--- src/rtl/win_pkg.sv ---
`default_nettype none
// ============================================================================
// Module      : win_pkg
// Description : Shared types and helpers for the 3x3 window generator.
//               State enum, per-frame window count and window slot index.
//               Build option: WIN_PAD_EN (zero-padded windows, see top).
// Revision    : 1.0 - initial release
// ============================================================================
package win_pkg;

    // Block state: RUN accepts pixels, FLUSH pushes virtual zero pixels
    typedef enum logic [0:0] {
        ST_RUN   = 1'b0,
        ST_FLUSH = 1'b1
    } win_state_e;

    // Number of windows emitted per frame
    function automatic int win_count(input int img_w, input int img_h, input bit pad_en);
        return pad_en ? (img_w * img_h) : ((img_w - 2) * (img_h - 2));
    endfunction

    // Slot of window pixel (row, col) inside the packed window bus
    function automatic int win_slot(input int row, input int col);
        return 3 * row + col;
    endfunction

endpackage
`default_nettype wire

--- src/rtl/window_gen_3x3_line_buffer.sv ---
`default_nettype none
// ============================================================================
// Module      : line_buffer
// Description : DEPTH-entry delay line, one read and one write per advance.
//               rd_data is the word written DEPTH advances ago. Storage is
//               not reset; only the pointer is.
// Revision    : 1.0 - initial release
// ============================================================================
module line_buffer #(
    parameter int PIX_W = 8,
    parameter int DEPTH = 64
) (
    input  logic             clk,
    input  logic             rst_n,
    input  logic             advance,
    input  logic [PIX_W-1:0] wr_data,
    output logic [PIX_W-1:0] rd_data
);

    localparam int                 c_ptr_w    = (DEPTH > 1) ? $clog2(DEPTH) : 1;
    localparam logic [c_ptr_w-1:0] c_ptr_last = c_ptr_w'(DEPTH - 1);

    logic [PIX_W-1:0]   r_mem [DEPTH];
    logic [c_ptr_w-1:0] r_ptr;

    // Oldest entry sits at the pointer; it is read before being overwritten
    assign rd_data = r_mem[r_ptr];

    // Circular pointer, advances once per pushed pixel
    always_ff @(posedge clk) begin
        if (!rst_n) begin
            r_ptr <= '0;
        end else if (advance) begin
            r_ptr <= (r_ptr == c_ptr_last) ? '0 : r_ptr + 1'b1;
        end
    end

    // Storage write; contents are don't-care until rewritten
    always_ff @(posedge clk) begin
        if (advance) begin
            r_mem[r_ptr] <= wr_data;
        end
    end

endmodule
`default_nettype wire

--- src/rtl/window_gen_3x3.sv ---
`default_nettype none
// ============================================================================
// Module      : window_gen_3x3
// Description : Streaming 3x3 neighbourhood generator. Raster pixel stream in
//               (valid/ready), one 9-pixel window per output position out.
//               Two cascaded line buffers supply the rows above the current
//               pixel; two column registers plus the incoming column form the
//               window, which is captured in a single output register.
//               Build option: WIN_PAD_EN - zero-padded windows for every pixel
//               position, with a FLUSH phase of IMG_W+1 virtual zero pixels.
// Revision    : 1.0 - initial release
// ============================================================================
module window_gen_3x3
    import win_pkg::*;
#(
    parameter int PIX_W = 8,
    parameter int IMG_W = 64,
    parameter int IMG_H = 64
) (
    input  logic               clk,
    input  logic               rst_n,
    input  logic               s_valid,
    output logic               s_ready,
    input  logic [PIX_W-1:0]   s_pixel,
    output logic               m_valid,
    input  logic               m_ready,
    output logic [9*PIX_W-1:0] m_win,
    output logic               m_last
);

    localparam int c_col_w = $clog2(IMG_W);
    localparam int c_row_w = $clog2(IMG_H);
    localparam int c_cnt_w = $clog2(IMG_W * IMG_H + 1);
`ifdef WIN_PAD_EN
    localparam bit c_pad_en = 1'b1;
`else
    localparam bit c_pad_en = 1'b0;
`endif
    localparam int c_num_win = win_count(IMG_W, IMG_H, c_pad_en);

    localparam logic [c_col_w-1:0] c_col_last = c_col_w'(IMG_W - 1);
    localparam logic [c_row_w-1:0] c_row_last = c_row_w'(IMG_H - 1);
    localparam logic [c_cnt_w-1:0] c_cnt_last = c_cnt_w'(c_num_win - 1);
`ifdef WIN_PAD_EN
    localparam logic [c_col_w-1:0] c_col_one  = c_col_w'(1);
    localparam logic [c_row_w-1:0] c_row_one  = c_row_w'(1);
    localparam logic [c_row_w-1:0] c_row_two  = c_row_w'(2);
    localparam int                 c_fl_w     = $clog2(IMG_W + 1);
    localparam logic [c_fl_w-1:0]  c_fl_last  = c_fl_w'(IMG_W);
`else
    localparam logic [c_col_w-1:0] c_col_two  = c_col_w'(2);
    localparam logic [c_row_w-1:0] c_row_two  = c_row_w'(2);
`endif

    win_state_e         r_state;
    win_state_e         w_state_nxt;
    logic [c_col_w-1:0] r_in_col;
    logic [c_row_w-1:0] r_in_row;
    logic [c_cnt_w-1:0] r_out_cnt;

    logic               w_out_free;
    logic               w_accept;
    logic               w_advance;
    logic               w_emit;
    logic [PIX_W-1:0]   w_push_pix;
    logic [PIX_W-1:0]   w_lb0_out;
    logic [PIX_W-1:0]   w_lb1_out;
    logic [PIX_W-1:0]   w_new_col [3];
    logic [PIX_W-1:0]   r_col0    [3];
    logic [PIX_W-1:0]   r_col1    [3];
    logic [9*PIX_W-1:0] w_win;

`ifdef WIN_PAD_EN
    logic               w_inject;
    logic               w_last_pix;
    logic [c_fl_w-1:0]  r_flush_cnt;
    logic [c_col_w-1:0] r_cen_col;
    logic [c_row_w-1:0] r_cen_row;
    logic [2:0]         w_row_ok;
    logic [2:0]         w_col_ok;
`endif

    // The output register can take a new window this cycle
    assign w_out_free = m_ready || !m_valid;
    assign w_accept   = s_valid && s_ready;

`ifdef WIN_PAD_EN
    assign w_last_pix = (r_in_col == c_col_last) && (r_in_row == c_row_last);
    assign w_advance  = w_accept || w_inject;
    assign w_push_pix = w_inject ? '0 : s_pixel;
    // Centre (r,c) completes when linear index (r+1)*IMG_W+c+1 arrives;
    // every flush pixel completes one window.
    assign w_emit     = w_inject ||
                        (w_accept && ((r_in_row >= c_row_two) ||
                                      ((r_in_row == c_row_one) && (r_in_col >= c_col_one))));
`else
    assign w_advance  = w_accept;
    assign w_push_pix = s_pixel;
    assign w_emit     = w_accept && (r_in_row >= c_row_two) && (r_in_col >= c_col_two);
`endif

    // State register
    always_ff @(posedge clk) begin
        if (!rst_n) begin
            r_state <= ST_RUN;
        end else begin
            r_state <= w_state_nxt;
        end
    end

    // Next state, input ready and flush injection
    always_comb begin
        w_state_nxt = r_state;
        s_ready     = 1'b0;
`ifdef WIN_PAD_EN
        w_inject    = 1'b0;
`endif
        case (r_state)
            ST_RUN: begin
                s_ready = rst_n && w_out_free;
`ifdef WIN_PAD_EN
                if (rst_n && s_valid && w_out_free && w_last_pix) begin
                    w_state_nxt = ST_FLUSH;
                end
`endif
            end
`ifdef WIN_PAD_EN
            ST_FLUSH: begin
                w_inject = w_out_free;
                if (w_out_free && (r_flush_cnt == c_fl_last)) begin
                    w_state_nxt = ST_RUN;
                end
            end
`endif
            default: w_state_nxt = ST_RUN;
        endcase
    end

    // Raster position of the next real input pixel
    always_ff @(posedge clk) begin
        if (!rst_n) begin
            r_in_col <= '0;
            r_in_row <= '0;
        end else if (w_accept) begin
            if (r_in_col == c_col_last) begin
                r_in_col <= '0;
                r_in_row <= (r_in_row == c_row_last) ? '0 : r_in_row + 1'b1;
            end else begin
                r_in_col <= r_in_col + 1'b1;
            end
        end
    end

    // Window counter; wraps after the final window of the frame is produced
    always_ff @(posedge clk) begin
        if (!rst_n) begin
            r_out_cnt <= '0;
        end else if (w_emit) begin
            r_out_cnt <= (r_out_cnt == c_cnt_last) ? '0 : r_out_cnt + 1'b1;
        end
    end

`ifdef WIN_PAD_EN
    // Number of virtual zero pixels pushed so far in this flush
    always_ff @(posedge clk) begin
        if (!rst_n) begin
            r_flush_cnt <= '0;
        end else if (w_inject) begin
            r_flush_cnt <= (r_flush_cnt == c_fl_last) ? '0 : r_flush_cnt + 1'b1;
        end
    end

    // Centre coordinate of the next window, used for border masking
    always_ff @(posedge clk) begin
        if (!rst_n) begin
            r_cen_col <= '0;
            r_cen_row <= '0;
        end else if (w_emit) begin
            if (r_cen_col == c_col_last) begin
                r_cen_col <= '0;
                r_cen_row <= (r_cen_row == c_row_last) ? '0 : r_cen_row + 1'b1;
            end else begin
                r_cen_col <= r_cen_col + 1'b1;
            end
        end
    end

    // Bit 0: top row / left column, bit 2: bottom row / right column
    assign w_row_ok = {r_cen_row != c_row_last, 1'b1, r_cen_row != '0};
    assign w_col_ok = {r_cen_col != c_col_last, 1'b1, r_cen_col != '0};
`endif

    // Cascaded delay lines: lb0 yields the row above, lb1 two rows above
    line_buffer #(
        .PIX_W (PIX_W),
        .DEPTH (IMG_W)
    ) u_lb0 (
        .clk     (clk),
        .rst_n   (rst_n),
        .advance (w_advance),
        .wr_data (w_push_pix),
        .rd_data (w_lb0_out)
    );

    line_buffer #(
        .PIX_W (PIX_W),
        .DEPTH (IMG_W)
    ) u_lb1 (
        .clk     (clk),
        .rst_n   (rst_n),
        .advance (w_advance),
        .wr_data (w_lb0_out),
        .rd_data (w_lb1_out)
    );

    assign w_new_col[0] = w_lb1_out;
    assign w_new_col[1] = w_lb0_out;
    assign w_new_col[2] = w_push_pix;

    for (genvar gr = 0; gr < 3; gr++) begin : g_shift
        // Two older columns of the window, shifted on every pushed pixel
        always_ff @(posedge clk) begin
            if (w_advance) begin
                r_col0[gr] <= r_col1[gr];
                r_col1[gr] <= w_new_col[gr];
            end
        end
    end

    for (genvar gr = 0; gr < 3; gr++) begin : g_row
        for (genvar gc = 0; gc < 3; gc++) begin : g_col
            logic [PIX_W-1:0] w_tap;
            if (gc == 0) begin : g_c0
                assign w_tap = r_col0[gr];
            end else if (gc == 1) begin : g_c1
                assign w_tap = r_col1[gr];
            end else begin : g_c2
                assign w_tap = w_new_col[gr];
            end
`ifdef WIN_PAD_EN
            assign w_win[PIX_W*win_slot(gr, gc) +: PIX_W] =
                (w_row_ok[gr] && w_col_ok[gc]) ? w_tap : '0;
`else
            assign w_win[PIX_W*win_slot(gr, gc) +: PIX_W] = w_tap;
`endif
        end
    end

    // Single output stage; holds window and last flag while stalled
    always_ff @(posedge clk) begin
        if (!rst_n) begin
            m_valid <= 1'b0;
            m_win   <= '0;
            m_last  <= 1'b0;
        end else if (w_emit) begin
            m_valid <= 1'b1;
            m_win   <= w_win;
            m_last  <= (r_out_cnt == c_cnt_last);
        end else if (m_ready) begin
            m_valid <= 1'b0;
        end
    end

endmodule
`default_nettype wire
--- config.mk ---
export PLATFORM = sky130hd
export DESIGN_NAME = window_gen_3x3
export DESIGN_NICKNAME = d
export VERILOG_FILES = /design/src/rtl/win_pkg.sv /design/src/rtl/window_gen_3x3_line_buffer.sv /design/src/rtl/window_gen_3x3.sv
export SDC_FILE = /design/constraint.sdc
export NUM_CORES = 1
export LEC_CHECK = 0
export ABC_AREA = 1
export BUFFER_PORTS_ARGS = -buffer_cell sky130_fd_sc_hd__buf_2
export CAP_MARGIN = 20
export CORE_MARGIN = 2
export CORE_UTILIZATION = 44
export CTS_CLUSTER_SIZE = 24
export DETAILED_ROUTE_END_ITERATION = 6
export SLEW_MARGIN = 20
export SYNTH_ARGS = -nofsm -noshare
export SYNTH_HDL_FRONTEND = slang
export SYNTH_SLANG_ARGS = --single-unit
export TNS_END_PERCENT = 10
--- constraint.sdc ---
create_clock -name clk -period 6.85 [get_ports clk]
set_input_delay 1.7125 -clock clk [delete_from_list [all_inputs] [get_ports clk]]
set_output_delay 1.7125 -clock clk [all_outputs]
set_load 0.01 [all_outputs]
Word level (Yosys, flattened, before mapping)
Memory sizes are Yosys's and may differ from the RTL's. A register that Yosys moved wholly into a read port is not among the register bits.
Index checks and enable logic that the tools add are counted.
- bits in writable memories: 1072
- input port bits: 12
- bits in registers: 111
- output and inout bits: 75
- word-level logic and storage cells: 48
- memories kept: 4
- memories (name ; depth ; bits a word ; read ports ; clocked after memory_dff ; write ports ; RTL line ; text):
    u_lb0.r_mem ; 64 ; 8 ; 1 ; 1 ; 1 ; window_gen_3x3_line_buffer.sv:23 ; logic [PIX_W-1:0] r_mem [DEPTH];
    u_lb1.r_mem ; 64 ; 8 ; 1 ; 1 ; 1 ; window_gen_3x3_line_buffer.sv:23 ;
    r_col0 ; 3 ; 8 ; 3 ; 3 ; 3 ; window_gen_3x3.sv:69 ; logic [PIX_W-1:0] r_col0 [3];
    r_col1 ; 3 ; 8 ; 3 ; 0 ; 3 ; window_gen_3x3.sv:70 ; logic [PIX_W-1:0] r_col1 [3];
- muxes and demuxes: 13
- order comparisons: 2
- reductions and logical operators: 11
- equal/unequal tests: 5
- $add $sub $neg: 5
- operators by type and width (operator ; count):
    2-to-1 mux 6 bit ; 8
    adder 6 x 1 -> 6 bit, second input constant ; 4
    equality test 6 bit, second input constant ; 4
    adder 13 x 1 -> 13 bit, second input constant ; 1
    equality test 13 x 12 -> 1 bit, second input constant ; 1
    2-to-1 mux 13 bit ; 1
    >= comparator 6 x 2 -> 1 bit, second input constant ; 2
    logical AND 1 bit ; 4
    logical NOT 1 bit ; 4
    2-to-1 mux 1 bit ; 4
    AND reduction 2 bit ; 1
    nonzero test 2 bit ; 1
    logical OR 1 bit ; 1

Longest topological paths before layout
Gate-level depths: netlist of the first run.
- depth after elaboration: 7
- gate-level depth with buffers: 14

By module
A second synthesis of the first run with hierarchy kept.
- cell total of the unflattened synthesis: 4290
- area total of the unflattened synthesis: 48667.9 um^2
- modules (own cells, without submodules) (module ; area each (um^2) ; cells each ; instances ; sequential area each (um^2)):
    line_buffer ; 21495.6 ; 1848 ; 2 ; 15615.0
    window_gen_3x3 ; 5676.7 ; 594 ; 1 ; 3423.3

Worst setup path after synthesis of the first run
No wires, ideal clock.
- path kind: input to register
- start: input rst_n
- end: memory u_lb1.r_mem[10][0], enable pin
- stages on the path: 7
- data arrival time: 3629 ps
- slack: 2849 ps
- cell sequence: inv_2 nor2_4 nand2_2 inv_2 buf_2 nand4_1 nor2_1
- word-level cells in the longest chain between the ends: 4
- ends and longest elaborated chain (element ; RTL line ; text):
    start, declared ; window_gen_3x3.sv:21 ; input logic rst_n,
    logical AND 1 bit ; window_gen_3x3.sv:120 ; s_ready = rst_n && w_out_free;
    named net s_ready ; window_gen_3x3.sv:23 ; output logic s_ready,
    logical AND 1 bit ; window_gen_3x3.sv:85 ; assign w_accept = s_valid && s_ready;
    named net u_lb0.advance ; window_gen_3x3_line_buffer.sv:15 ; input logic advance,
    2-to-1 mux 1 bit ; window_gen_3x3_line_buffer.sv:40 ; if (advance) begin
    2-to-1 mux 1 bit (implied by the code) ; window_gen_3x3_line_buffer.sv:41 ; r_mem[r_ptr] <= wr_data;
    end, declared ; window_gen_3x3_line_buffer.sv:23 ;
The timed path passes the listed nets, and every way through them passes these cells.

Worst setup path in the final report of the first run
- start: input rst_n
- end: memory u_lb1.r_mem[18][3], enable pin
- word-level cells in the longest chain between the ends: 4
- ends and longest elaborated chain (element ; RTL line):
    logical AND 1 bit ; window_gen_3x3.sv:120
    logical AND 1 bit ; window_gen_3x3.sv:85
    2-to-1 mux 1 bit ; window_gen_3x3_line_buffer.sv:40
    2-to-1 mux 1 bit (implied by the code) ; window_gen_3x3_line_buffer.sv:41
No other way between the ends.

==> results of run 1 <==
[cells by family (layout without fill, tap and decap cells)]
family          after synthesis  after routing  share of synthesized area
flops                      1195           1195                      0.722
fa+ha+maj                     7              7                    0.00182
buf+inv                     329            438                     0.0337
xor+xnor                      3              3                   0.000547
simple gates               2585           2585                      0.229
compound gates              115            115                     0.0131
[cells in the mapped netlist (all sizes together) (14+ instances only)]
| cell | count |
|---|---|
| dfxtp | 123 |
| nand3 | 900 |
| nand4 | 21 |
| o21a | 18 |
| edfxtp | 1072 |
| nor2 | 158 |
| nor3 | 25 |
| buf | 196 |
| a21oi | 81 |
| nand2 | 1468 |
| clkbuf | 57 |
| inv | 75 |
| o21ai | 14 |
[worst max-delay path by stage]
| stage | startpoint | to | slack [ns] | depth (start not counted) |
|---|---|---|---|---|
| floorplan | rst_n | u_lb1.r_mem[10][0]$_DFFE_PP_ | 2.85 | 7 |
| global placement | rst_n | u_lb1.r_mem[0][5]$_DFFE_PP_ | 1.38 | 8 |
| detailed placement | rst_n | m_win[19]$_SDFFE_PN0P_ | 1.38 | 13 |
| CTS | rst_n | m_win[7]$_SDFFE_PN0P_ | 2.16 | 12 |
| global route | rst_n | m_win[18]$_SDFFE_PN0P_ | 1.87 | 13 |
| finish | rst_n | u_lb1.r_mem[18][3]$_DFFE_PP_ | 2.09 | 8 |
[flip-flops by register name (all words and copies together) (netlist names), named ones only]
register     cells
r_col1          24
u_lb0.r_mem    512
r_col0          24
r_out_cnt       13
r_in_col         6
m_win           72
r_in_row         6
u_lb1.r_mem    512
u_lb0.r_ptr      6
m_valid          1
u_lb1.r_ptr      6
m_last           1
[cell type report]
cell class              instances  area, um^2  share of cell area
flip-flops and latches       1195       34700               0.651
multi-input cells            2710       11800               0.221
clock buffers                 149        3220              0.0605
well taps                    1414        1770              0.0332
repair buffers                132         837              0.0157
clock inverters                81         677              0.0127
inverters                      76         302             0.00566
[metal layers]
metal,up-vias,share of wire
met5,-,0
met4,0,0.028
met3,192,0.061
met2,1031,0.48
met1,15000,0.43
li1,14800,-
[report_power, final]
| part | internal [mW] | switching [mW] |
|---|---|---|
| Sequential | 8.05 | 0.0365 |
| Clock | 3.67 | 2.77 |
| Combinational | 0.190 | 0.712 |
| Total | 11.9 | 3.52 |
[worst max-delay path: stages]
cell and delay (ns):
buf_2 0.55, inv_2 0.12, nor2_4 0.14, nand2_2 0.04, buf_4 0.21, inv_2 0.32, nand4_1 0.98, nor2_1 0.98
[per-stage QoR]
step            util  setup slack, ns  power [mW]
5_1_grt        0.491             1.87        15.9
2_1_floorplan      -             2.85        8.77
3_3_place_gp   0.454             1.38        9.14
6_report       0.491             2.09        15.4
3_5_place_dp   0.454             1.38        9.15
4_1_cts        0.490             2.16        15.5
==> results.toml, run 1 <==
[global_routing]
gr-usage-met1 = 0.295
grt.total_usage = 0.212
use_met3 = 0.0295
met2_usage = 0.347
grt_pass1_wl_um = 182000
grt_pass1_vias = 29300
grt.overflow.total = 0
antenna_found_initial = 0
grt_max_degree = 233
grt.busiest_layer = "met2"

[cts]
hold_buffers = 0
htreeDepth = 3
post_cts_buffers = 0
cts-root-buf = "clkbuf_16"
clk_pin_slew_worst_paths_ns = 0.06
ctsResizeCount = 0
clockBufferDepth = 3
cts.sinks = 1195
cts_buffers = 121
tritoncts = "yes"
clk_latency_ns = 0.73

[critical_path]
end_kind = "flop"
cp_data_required_time_ns = 7.18
crit_fanout = 29
crit_type = "primary input to flop"
r2r_end = "u_lb1.r_mem[27][7]$_DFFE_PP_"
start_kind = "primary input"
arrival_ns = 5.08
reg2regPathDepth = 11
rrSetupSlack_ns = 2.63

[layout]
n_fill_cell = 9614
drive_gt1_frac = 0.0787
antennaDiodeCount = 0
area_growth_pct = 10.9
design_area_um2 = 53300
instances_no_fill = 5757
final_cell_mix = "1459 x nand2_1, 1072 x edfxtp_1, 898 x nand3_1"
final_common_cell = "nand2_1"
nNetsFinal = 4255

[synth]
yosysWarningCount = 0
syn_nets = 4253
syn_area_um2 = 48000
synth_top_area_frac = 0.670
synthCells = 4234
ys_ff_latch = 1195
avgSynthCellArea_um2 = 11.3
synth-edff-count = 1072
ys_top_cells_by_area = "edfxtp_1 67%, nand2_1 11%, nand3_1 9.4%, dfxtp_1 5.1%, nor2_1 1.2%"
yosysTopAreaCell = "edfxtp_1"
ys.flop_type = "edfxtp_1"
synth-seq-area-share = 0.722
ys_async_sr_fraction = 0
synth.distinct_cells = 35

[floorplan]
core_area_um2 = 109000
die_h_um = 334
die_w_um = 334
io_pins = 87
start_util = 0.442
rows = 121
dieArea_um2 = 112000

[timing]
finalSetupTns_ns = 0
min_period_ns = 4.76
finalMaxSlewViolations = 0
slew_headroom = 0.170
worst_pin_slew_ns = 1.24
clock.fmax_mhz = 210
fin_crit_sh = 0.694
clock_skew_ns = 0.0478
whs_ns = 0.451
setup_violations = 0
finalHoldViolCount = 0
rsz0062_at_grt = "false"

[power_and_ir_drop]
p_leak_nw = 18.9
irDropWorstVdd_mv = 0.209
power_density_nw_per_um2 = 290

[route]
via_per_inst = 5.38
num_vias = 31000
drtPass1Iterations = 7
drc = 0
drt_iter0_markers = 2894
wl_per_cell_um = 20.9
ant_nets = 0
drt-total-wl_um = 120000

[worst_hold_path]
hp-start = "r_col1[0][23]$_DFFE_PP_"
hold_path_depth = 0
hold_class = "flop to flop"
min_to = "r_col0[2][7]$_DFFE_PP_"

[placed_design]
place_hpwl_um = 68600
port_buffers = 86
place_congestion = 0.811
place_area_um2 = 49300
dpl.cell_count = 5526

[outcome]
status = "finished clean"

[run]
maxCapViolCount = 0
(Power assumes the default switching activity.)
==> inputs of run 2 (changes only) <==
- clock period: 6.85 -> 4.93 ns (I/O delays scaled with it)
==> run 2 against run 1 <==
Setup slack lost 1.1 ns. Via count grew 0.42%. Hold slack lost 0.0077 ns. Combinational power grew 37%. Final cell count grew 0.19%. Non-clock buffer count grew 19. Critical endpoint is now u_lb1.r_mem[62][0]$_DFFE_PP_.
==> results.toml, run 2 (synthesized netlist as in run 1, its figures left out) <==
[layout]
instances_no_fill = 5768
final_cell_mix = "1459 x nand2_1, 1072 x edfxtp_1, 898 x nand3_1"
n_fill_cell = 9601
biggestRegsByFlops = "u_lb0.r_mem (512), u_lb1.r_mem (512), m_win (72)"
antennaDiodeCount = 0
drive_gt1_frac = 0.0838
regArea_um2 = 34700
fin_util = 0.492
multi_input_area_um2 = 11800
design_area_um2 = 53400
final_common_cell = "nand2_1"
nNetsFinal = 4271
area_growth_pct = 11.3

[worst_hold_path]
hold_path_depth = 0
hold_class = "flop to flop"
hp-start = "r_col1[0][19]$_DFFE_PP_"
min_to = "r_col0[2][3]$_DFFE_PP_"

[outcome]
status = "finished clean"

[placed_design]
place_ws_ns = 0.792
place_congestion = 0.871
port_buffers = 86
dpl.cell_count = 5545
place_area_um2 = 49500
place_hpwl_um = 70900

[power_and_ir_drop]
irDropWorstVdd_mv = 0.331
power_density_nw_per_um2 = 403
power_mw = 21.5
p_leak_nw = 19.0

[route]
drt_iter0_markers = 3301
drc = 0
ant_nets = 0
wl_per_cell_um = 20.8
num_vias = 31100
via_per_inst = 5.39
drtPass1Iterations = 6
drt-total-wl_um = 120000

[run]
maxCapViolCount = 0

[timing]
fin_ws_ns = 1.02
fin_crit_sh = 0.794
clock.fmax_mhz = 255
finalHoldViolCount = 0
finalMaxSlewViolations = 0
rsz0062_at_grt = "false"
clock_skew_ns = 0.0560
min_period_ns = 3.91
finalSetupTns_ns = 0
worst_pin_slew_ns = 1.06
whs_ns = 0.443
setup_violations = 0
slew_headroom = 0.291

[critical_path]
crit_fanout = 63
critPathSlowestCell = "nand2_2"
cp_common_cell = "nand3_1"
slowest_delay_ns = 0.77
end_kind = "flop"
crit_chain = "inv_6 > buf_12 > nand2_1 > nand3_1 > nand3_1 > nand2_1 > nand2_1 > nand3_1 > nand3_1 > nand2_2 > buf_4"
reg2regPathDepth = 11
r2r_end = "u_lb1.r_mem[62][0]$_DFFE_PP_"
start_kind = "flop"
crit_buf_inv = 3
arrival_ns = 4.37
critPathTopFamily = "simple AND/OR/NAND/NOR gates"
rrSetupSlack_ns = 1.02
crit_type = "flop to flop"
cp_data_required_time_ns = 5.38

[cts]
cts.sinks = 1195
clk_pin_slew_worst_paths_ns = 0.06
clockBufferDepth = 3
cts-root-buf = "clkbuf_16"
htreeDepth = 3
clk_latency_ns = 0.72
ctsResizeCount = 0
post_cts_buffers = 0
tritoncts = "yes"
cts_buffers = 118
hold_buffers = 0

[global_routing]
grt_max_degree = 149
grt.total_usage = 0.213
antenna_found_initial = 0
grt_pass1_wl_um = 182000
grt_pass1_vias = 30000
grt.overflow.total = 0

[floorplan]
dieArea_um2 = 112000
io_pins = 87
core_area_um2 = 109000
start_util = 0.442
rows = 121
die_w_um = 334
die_h_um = 334
run 2: cell types whose count changed in the layout (fill, tap and decap cells not counted), moves of 4 or more:
cell       delta
clkbuf_8      -4
bufinv_16     +5
clkinv_1      -9
clkinv_2      +4
clkbuf_1      -6
buf_4        +20
clkbuf_16     -4
run 2: report_power, final:
group / leakage (nW) / switching [mW] / internal, mW
combinational: 6.43 / 0.974 / 0.269
clock: 1.91 / 3.87 / 5.18
sequential: 10.7 / 0.0364 / 11.2
run 2: cell type report:
type,count,share of cell area
multi-input combinational,2710,0.220
clock buffer,135,0.0570
inverter,76,0.00583
sequential,1195,0.649
timing repair buffer,151,0.0186
clock inverter,87,0.0163
tap,1414,0.0331
run 2: layer usage:
layer	vias to the layer above	wire length, um	track usage
met5	-	0	0
met4	0	3470	0.0693
met3	201	7250	0.0300
met2	1055	57000	0.347
met1	15100	52100	0.296
li1	14800	-	-
run 2: worst max path at each step:
stage | from | to | cells after the start
floorplan | rst_n | u_lb1.r_mem[10][0]$_DFFE_PP_ | 7
global placement | rst_n | u_lb1.r_mem[48][2]$_DFFE_PP_ | 7
detailed placement | rst_n | u_lb1.r_mem[48][2]$_DFFE_PP_ | 7
CTS | flop | u_lb1.r_mem[62][0]$_DFFE_PP_ | 11
global route | flop | u_lb1.r_mem[43][0]$_DFFE_PP_ | 11
finish | flop | u_lb1.r_mem[62][0]$_DFFE_PP_ | 11
